<file path="src/rtl/multicycle_ctrl_if.sv">
// Memory request/acknowledge port shared by instruction fetch and data access.
// The controller is the master: it drives the request, the bus drives the ack and data.
interface multicycle_ctrl_if;
    logic        mem_req;
    logic        mem_we;
    logic [15:0] mem_addr;
    logic        mem_ack;
    logic [15:0] mem_rdata;

    modport master (
        output mem_req,
        output mem_we,
        output mem_addr,
        input  mem_ack,
        input  mem_rdata
    );

    modport slave (
        input  mem_req,
        input  mem_we,
        input  mem_addr,
        output mem_ack,
        output mem_rdata
    );
endinterface

</file>
<file path="src/rtl/multicycle_ctrl.sv">
// Multicycle control unit for the 16-bit RISC: fetches into IR, sequences
// FETCH/DECODE/EXE/MEM/WB and owns PC, PSW and MDR.
module multicycle_ctrl #(
    parameter logic [15:0] PC_RESET = 16'h0000
) (
    input  logic                    clk,
    input  logic                    Reset,
    multicycle_ctrl_if.master       mem,
    input  logic [15:0]             Sum,
    input  logic                    C,
    input  logic                    Z,
    input  logic                    N,
    output logic [10:0]             Ins,
    output logic [15:0]             MEMData,
    output logic                    WBRF,
    output logic                    WBresource,
    output logic                    RBresource,
    output logic                    OprandB,
    output logic                    LI,
    output logic                    Buff_OutR,
    output logic                    ALUop,
    output logic                    Flag,
    output logic                    WBsrc,
    output logic                    PSW_C,
    output logic                    PSW_Z,
    output logic                    PSW_N,
    output logic [15:0]             PC,
    output logic                    halted,
    output logic                    illegal
);

    typedef enum logic [2:0] {
        S_FETCH,
        S_DECODE,
        S_EXE,
        S_MEM,
        S_WB,
        S_HALT
    } state_t;

    localparam logic [4:0] OP_NOP  = 5'b00000;
    localparam logic [4:0] OP_ADD  = 5'b00001;
    localparam logic [4:0] OP_SUB  = 5'b00010;
    localparam logic [4:0] OP_ADC  = 5'b00011;
    localparam logic [4:0] OP_SBB  = 5'b00100;
    localparam logic [4:0] OP_ADDI = 5'b00101;
    localparam logic [4:0] OP_SUBI = 5'b00110;
    localparam logic [4:0] OP_LHI  = 5'b00111;
    localparam logic [4:0] OP_LLI  = 5'b01000;
    localparam logic [4:0] OP_LD   = 5'b01001;
    localparam logic [4:0] OP_ST   = 5'b01010;
    localparam logic [4:0] OP_OUT  = 5'b01011;
    localparam logic [4:0] OP_CMP  = 5'b01100;
    localparam logic [4:0] OP_BZ   = 5'b01101;
    localparam logic [4:0] OP_HLT  = 5'b11111;

    state_t      state_q, state_d;
    logic [15:0] pc_q, pc_d;
    logic [15:0] ir_q, ir_d;
    logic [15:0] mdr_q, mdr_d;
    logic [2:0]  psw_q, psw_d;

    logic [4:0]  opcode;
    logic        isAlu;
    logic        isLegal;
    logic        decOprandB, decRBresource, decLI, decALUop, decFlag, decWBsrc, decWBresource;
    logic        ctrlActive;

    assign opcode = ir_q[15:11];

    always_ff @(posedge clk or negedge Reset) begin
        if (!Reset) begin
            state_q <= S_FETCH;
            pc_q    <= PC_RESET;
            ir_q    <= '0;
            mdr_q   <= '0;
            psw_q   <= '0;
        end else begin
            state_q <= state_d;
            pc_q    <= pc_d;
            ir_q    <= ir_d;
            mdr_q   <= mdr_d;
            psw_q   <= psw_d;
        end
    end

    // Instruction decode is purely a function of IR, so the controls stay stable all instruction long.
    always_comb begin
        isAlu         = 1'b0;
        isLegal       = 1'b1;
        decOprandB    = 1'b0;
        decRBresource = 1'b0;
        decLI         = 1'b0;
        decALUop      = 1'b0;
        decFlag       = 1'b0;
        decWBsrc      = 1'b0;
        decWBresource = 1'b0;
        case (opcode)
            OP_NOP:  ;
            OP_ADD:  isAlu = 1'b1;
            OP_SUB:  begin isAlu = 1'b1; decALUop = 1'b1; end
            OP_ADC:  begin isAlu = 1'b1; decFlag = 1'b1; end
            OP_SBB:  begin isAlu = 1'b1; decALUop = 1'b1; decFlag = 1'b1; end
            OP_ADDI: begin isAlu = 1'b1; decOprandB = 1'b1; end
            OP_SUBI: begin isAlu = 1'b1; decOprandB = 1'b1; decALUop = 1'b1; end
            OP_LHI:  begin decLI = 1'b1; decRBresource = 1'b1; decWBsrc = 1'b1; end
            OP_LLI:  decWBsrc = 1'b1;
            OP_LD:   begin decOprandB = 1'b1; decWBresource = 1'b1; end
            OP_ST:   begin decOprandB = 1'b1; decRBresource = 1'b1; end
            OP_OUT:  ;
            OP_CMP:  decALUop = 1'b1;
            OP_BZ:   ;
            OP_HLT:  ;
            default: isLegal = 1'b0;
        endcase
    end

    always_comb begin
        state_d = state_q;
        pc_d    = pc_q;
        ir_d    = ir_q;
        mdr_d   = mdr_q;
        psw_d   = psw_q;
        case (state_q)
            S_FETCH: begin
                if (mem.mem_ack) begin
                    ir_d    = mem.mem_rdata;
                    pc_d    = pc_q + 16'd1;
                    state_d = S_DECODE;
                end
            end
            S_DECODE: begin
                if (!isLegal || opcode == OP_NOP || opcode == OP_OUT) begin
                    state_d = S_FETCH;
                end else if (opcode == OP_HLT) begin
                    state_d = S_HALT;
                end else begin
                    state_d = S_EXE;
                end
            end
            S_EXE: begin
                state_d = S_FETCH;
                if (isAlu || opcode == OP_LHI || opcode == OP_LLI) begin
                    state_d = S_WB;
                end else if (opcode == OP_LD || opcode == OP_ST) begin
                    state_d = S_MEM;
                end else if (opcode == OP_CMP) begin
                    psw_d = {C, Z, N};
                end else if (opcode == OP_BZ && psw_q[1]) begin
                    pc_d = pc_q + {{8{ir_q[7]}}, ir_q[7:0]};
                end
            end
            S_MEM: begin
                if (mem.mem_ack) begin
                    if (opcode == OP_LD) begin
                        mdr_d   = mem.mem_rdata;
                        state_d = S_WB;
                    end else begin
                        state_d = S_FETCH;
                    end
                end
            end
            S_WB: begin
                // Flags are committed here, not in EXE, so ADC/SBB keep a stable carry-in until the RF write.
                if (isAlu) begin
                    psw_d = {C, Z, N};
                end
                state_d = S_FETCH;
            end
            S_HALT: state_d = S_HALT;
            default: state_d = S_FETCH;
        endcase
    end

    // The request is gated by the reset input itself so an aborted access drops without waiting for a clock.
    assign mem.mem_req  = Reset && (state_q == S_FETCH || state_q == S_MEM);
    assign mem.mem_we   = Reset && (state_q == S_MEM) && (opcode == OP_ST);
    assign mem.mem_addr = (state_q == S_MEM) ? Sum : pc_q;

    assign ctrlActive = (state_q == S_DECODE) || (state_q == S_EXE) ||
                        (state_q == S_MEM)    || (state_q == S_WB);

    assign OprandB    = ctrlActive && decOprandB;
    assign RBresource = ctrlActive && decRBresource;
    assign LI         = ctrlActive && decLI;
    assign ALUop      = ctrlActive && decALUop;
    assign Flag       = ctrlActive && decFlag;
    assign WBsrc      = ctrlActive && decWBsrc;
    assign WBresource = ctrlActive && decWBresource;

    assign WBRF      = (state_q == S_WB);
    assign Buff_OutR = (state_q == S_DECODE) && (opcode == OP_OUT);
    assign illegal   = (state_q == S_DECODE) && !isLegal;
    assign halted    = (state_q == S_HALT);

    assign Ins     = ir_q[10:0];
    assign MEMData = mdr_q;
    assign PC      = pc_q;
    assign PSW_C   = psw_q[2];
    assign PSW_Z   = psw_q[1];
    assign PSW_N   = psw_q[0];

endmodule

</file>
<file path="src/flat_wrapper.sv">
// flat-port wrapper written by rule: the top's interface ports become plain ports
module multicycle_ctrl_flat 
#(
    parameter logic [15:0] PC_RESET = 16'h0000
)
  (clk, Reset, Sum, C, Z, N, Ins, MEMData, WBRF, WBresource, RBresource, OprandB, LI, Buff_OutR, ALUop, Flag, WBsrc, PSW_C, PSW_Z, PSW_N, PC, halted, illegal, mem_mem_req, mem_mem_we, mem_mem_addr, mem_mem_ack, mem_mem_rdata);
  multicycle_ctrl_if mem_i ();
  input  logic clk;
  input  logic Reset;
  input  logic [15:0] Sum;
  input  logic C;
  input  logic Z;
  input  logic N;
  output logic [10:0] Ins;
  output logic [15:0] MEMData;
  output logic WBRF;
  output logic WBresource;
  output logic RBresource;
  output logic OprandB;
  output logic LI;
  output logic Buff_OutR;
  output logic ALUop;
  output logic Flag;
  output logic WBsrc;
  output logic PSW_C;
  output logic PSW_Z;
  output logic PSW_N;
  output logic [15:0] PC;
  output logic halted;
  output logic illegal;
  output wire logic [$bits(mem_i.mem_req)-1:0] mem_mem_req;
  output wire logic [$bits(mem_i.mem_we)-1:0] mem_mem_we;
  output wire logic [$bits(mem_i.mem_addr)-1:0] mem_mem_addr;
  input wire logic [$bits(mem_i.mem_ack)-1:0] mem_mem_ack;
  input wire logic [$bits(mem_i.mem_rdata)-1:0] mem_mem_rdata;
  assign mem_mem_req = mem_i.mem_req;
  assign mem_mem_we = mem_i.mem_we;
  assign mem_mem_addr = mem_i.mem_addr;
  assign mem_i.mem_ack = mem_mem_ack;
  assign mem_i.mem_rdata = mem_mem_rdata;
  multicycle_ctrl #(.PC_RESET(PC_RESET)) u_core (.clk(clk), .Reset(Reset), .mem(mem_i), .Sum(Sum), .C(C), .Z(Z), .N(N), .Ins(Ins), .MEMData(MEMData), .WBRF(WBRF), .WBresource(WBresource), .RBresource(RBresource), .OprandB(OprandB), .LI(LI), .Buff_OutR(Buff_OutR), .ALUop(ALUop), .Flag(Flag), .WBsrc(WBsrc), .PSW_C(PSW_C), .PSW_Z(PSW_Z), .PSW_N(PSW_N), .PC(PC), .halted(halted), .illegal(illegal));
endmodule
</file>
<file path="config.mk">
export PLATFORM = sky130hd
export DESIGN_NAME = multicycle_ctrl_flat
export DESIGN_NICKNAME = d
export VERILOG_FILES = /design/src/rtl/multicycle_ctrl_if.sv /design/src/rtl/multicycle_ctrl.sv /design/src/flat_wrapper.sv
export SDC_FILE = /design/constraint.sdc
export NUM_CORES = 1
export LEC_CHECK = 0
export ABC_AREA = 0
export CAP_MARGIN = 20
export CORE_AREA = 2 2 104 146
export CTS_CLUSTER_SIZE = 30
export DETAILED_ROUTE_END_ITERATION = 12
export DIE_AREA = 0 0 106 148
export HOLD_SLACK_MARGIN = 0.06
export PLACE_DENSITY = 0.62
export SETUP_SLACK_MARGIN = 0.05
export SLEW_MARGIN = 40
export SYNTH_ARGS = -nofsm -noshare
export SYNTH_HDL_FRONTEND = slang
export SYNTH_SLANG_ARGS = --single-unit
</file>
<file path="constraint.sdc">
create_clock -name clk -period 2.91 [get_ports clk]
set_input_delay 0.291 -clock clk [delete_from_list [all_inputs] [get_ports clk]]
set_output_delay 0.291 -clock clk [all_outputs]
set_load 0.01 [all_outputs]
</file>
==> impl_metrics.yaml <==
die:
  pin_count: 113
  die_x_um: 106
  std_cell_rows: 52
  die_y_um: 148
  dieArea_um2: 15690
  core_um2: 14380
  start_util_pct: 24.69
setup_path:
  start_kind: "flop"
  required_ns: 2.62
  path_max_fanout: 8
  end_kind: "primary output"
  worstPathArrival_ns: 2.46
  max_stage_delay_ns: 0.60
  r2r_setup_slack_ns: 0.21
  cp_cell_sequence: "buf_4 -> nor2_4 -> xor2_1 -> or2_2 -> a2111oi_2 -> clkdlybuf4s50_1"
  path_delay_family: "buffers and inverters"
  cp_num_cells: 6
  worstRegToRegCells: 9
  cp_num_buf_inv: 2
  timing.rr.end: "u_core.PC[15]"
  cp_slowest_cell: "clkdlybuf4s50_1"
  r2r_start: "u_core.state_q[0]"
  critPathKind: "flop to primary output"
timing:
  grt_setup_unrepaired: "false"
  drv_slew: 0
  finalCriticalPeriod_ns: 2.753
  setup_viol: 0
  fmax_mhz: 363.3
  maxSlewHeadroom_pct: 49.73
  finalCritPeriodShare_pct: 94.60
  skew_ns: 0.003280
  tightest_slew_ns: 0.7522
  layout_setup_ws_ns: 0.1572
  finalSetupTns_ns: 0
  hold_viol: 0
power_and_ir_drop:
  ir_drop_mv: 0.4165
  leakagePower_nw: 2.134
  power.density_nw_per_um2: 916.2
global_routing:
  grt.total_usage_pct: 12.89
  grt_pass1_vias: 3181
  antenna_found_initial: 0
  grt_pass1_wl_um: 16140
  grt_overflow: 0
  grt_max_degree: 52
yosys:
  ys_seq_elements: 54
  ys_async_sr_fraction_pct: 100.0
  syn_area_per_cell_um2: 10.06
  synth_fp_nets: 407
  synth_edf_count: 0
  ys_types: 56
  netlist_instances: 353
  synth.top_cell.area_share_pct: 38.07
  ys.flop_type: "dfrtp_1"
  ys_warn_count: 0
  syn_area_um2: 3550
  ys_seq_area_share_pct: 38.07
  synth_top_cell_by_area: "dfrtp_1"
  yosys-top-cells-area: "dfrtp_1, mux2_2, ha_1"
place:
  hpwl_um: 7865
  place_congestion: 0.9660
  numPortBuffers: 112
  pre_cts_slack_ns: 0.09825
clock_tree:
  root_buffer: "clkbuf_16"
  cts_inserted_buffers: 5
  cts_buffer_depth: 2
  insertion_delay_ns: 0.30
  htree_num_levels: 2
  clk_pin_slew_worst_paths_ns: 0.07
  cts_tree: "built"
  cts_sinks: 54
  postCtsSetupRepairBufs: 0
cells_and_area:
  final_util_pct: 35.34
  fill_cells: 1421
  drive_gt1_share_pct: 19.44
  fin_nets: 516
  area.growth.synth_to_final_pct: 43.14
  diodes: 0
detailed_routing:
  dr.pass1.iters: 6
  wl_per_cell_um: 15.43
  vias: 3083
  remaining_drc_errors: 0
  via_per_inst: 4.729
  drt_iter0_drc: 95
  drt-total-wl_um: 10060
  ant_nets: 0
worst_hold_path:
  hold_class: "primary input to async pin"
flow_run:
  maxCapViolations: 0
run_status:
  outcome: "finished clean"
## cell usage after synthesis, types with 4 or more instances
cell type / number
a211oi_1: 5
a21o_1: 7
a21oi_1: 20
and2_1: 10
buf_2: 7
buf_4: 13
clkbuf_1: 7
dfrtp_1: 54
ha_1: 15
inv_1: 7
mux2_2: 51
nand2_1: 25
nand2b_1: 9
nor2_1: 21
nor3_1: 11
o21ai_0: 14
o21bai_1: 4
xnor2_1: 9
xor2_1: 6
## per-stage QoR
stage	cell area, um2	cells	hold WS (ns)	power [mW]
4_1_cts	5049	652	0.3747	4.675
3_3_place_gp	4866	643	0.1544	3.872
5_1_grt	5081	652	0.3860	4.990
3_5_place_dp	4866	643	0.1581	3.936
2_1_floorplan	3550	353	-0.004591	2.834
6_report	5081	652	0.3739	4.655
## cell usage in the layout (no fill, tap or decap), types with 2 or more instances in the layout
cell	count
inv_1	7
buf_4	19
a32oi_1	2
a21o_1	7
and3_1	2
mux2_2	51
nor2b_1	3
a31oi_1	2
nand3_1	3
and2_1	9
nand2b_1	9
o21bai_1	4
a211oi_1	5
nand2_1	25
xor2_1	6
clkdlybuf4s50_1	111
and4_1	2
o21ai_1	3
nand4_1	3
o21a_1	3
o211ai_1	2
a311oi_2	2
a21oi_1	20
clkbuf_16	5
a41oi_1	2
nor4_1	2
or2_2	2
ha_1	15
a2111oi_0	2
nor2_1	21
o21ai_0	13
xnor2_1	9
dfrtp_1	54
nor3_1	11
## sequential cells by signal, summed over array words and instances (netlist names)
register and count:
u_core.MEMData 16, u_core.PC 16, u_core.ir_q 16, u_core.psw_q 3, u_core.state_q 3
## kinds of logic after synthesis
family	after synthesis	share of synthesized area [%]
AND/OR/NAND/NOR	102	15.54
flip-flops	54	38.07
multiplexers	52	16.46
XOR/XNOR	15	3.701
AO/OA/AOI/OAI	77	14.59
adder cells (fa/ha/maj)	16	5.851
buffers and inverters	37	5.781
## where the power goes
part | switching [mW] | internal [mW]
Sequential | 0.291 | 1.02
Combinational | 1.23 | 1.40
Clock | 0.302 | 0.412
Total | 1.83 | 2.83
## what timing repair did
action,4_1_cts,5_1_grt
resized for setup,0,8
setup endpoints to repair,0,5
hold endpoints to repair,3,0
hold buffers,1,0
## routing by layer
metal,global-route usage [%],vias to the layer above,wire length (um)
li1,-,1488,-
met1,14.01,1479,3873
met2,24.35,101,5484
met3,2.557,15,485
met4,4.868,0,219
met5,0,-,0
## worst register-to-register path, delay by kind of cell (launching register included)
| family | cells | cell delay (ns) |
|---|---|---|
| xor gates and xnor gates | 1 | 0.14 |
| DFF | 1 | 0.41 |
| adders and majority gates | 1 | 0.28 |
| AOI/OAI and AO/OA | 5 | 1.17 |
| and+or+nand+nor | 2 | 0.58 |
## how the worst max path moves through the flow
stage	slack, ns	endpoint	start
after floorplan	0.07	u_core.PC[15]	u_core.state_q[0]
after global placement	0.28	u_core.PC[12]	u_core.state_q[0]
after detailed placement	0.1	u_core.PC[15]	u_core.state_q[0]
after CTS	0.06	ALUop	u_core.state_q[0]
after global routing	0.05	u_core.PC[12]	u_core.state_q[0]
final	0.16	ALUop	u_core.state_q[0]
## layout make-up
cell class                 instances  area, um2  share of cell area (%)
multi-input combinational        262       2026                   39.87
timing repair buffer             132       1269                   24.97
clock inverter                     3      47.55                  0.9357
sequential                        54       1351                   26.59
clock buffer                       5      125.1                   2.462
tap                              189      236.5                   4.654
inverter                           7      26.28                  0.5171
(Power assumes the default switching activity.)
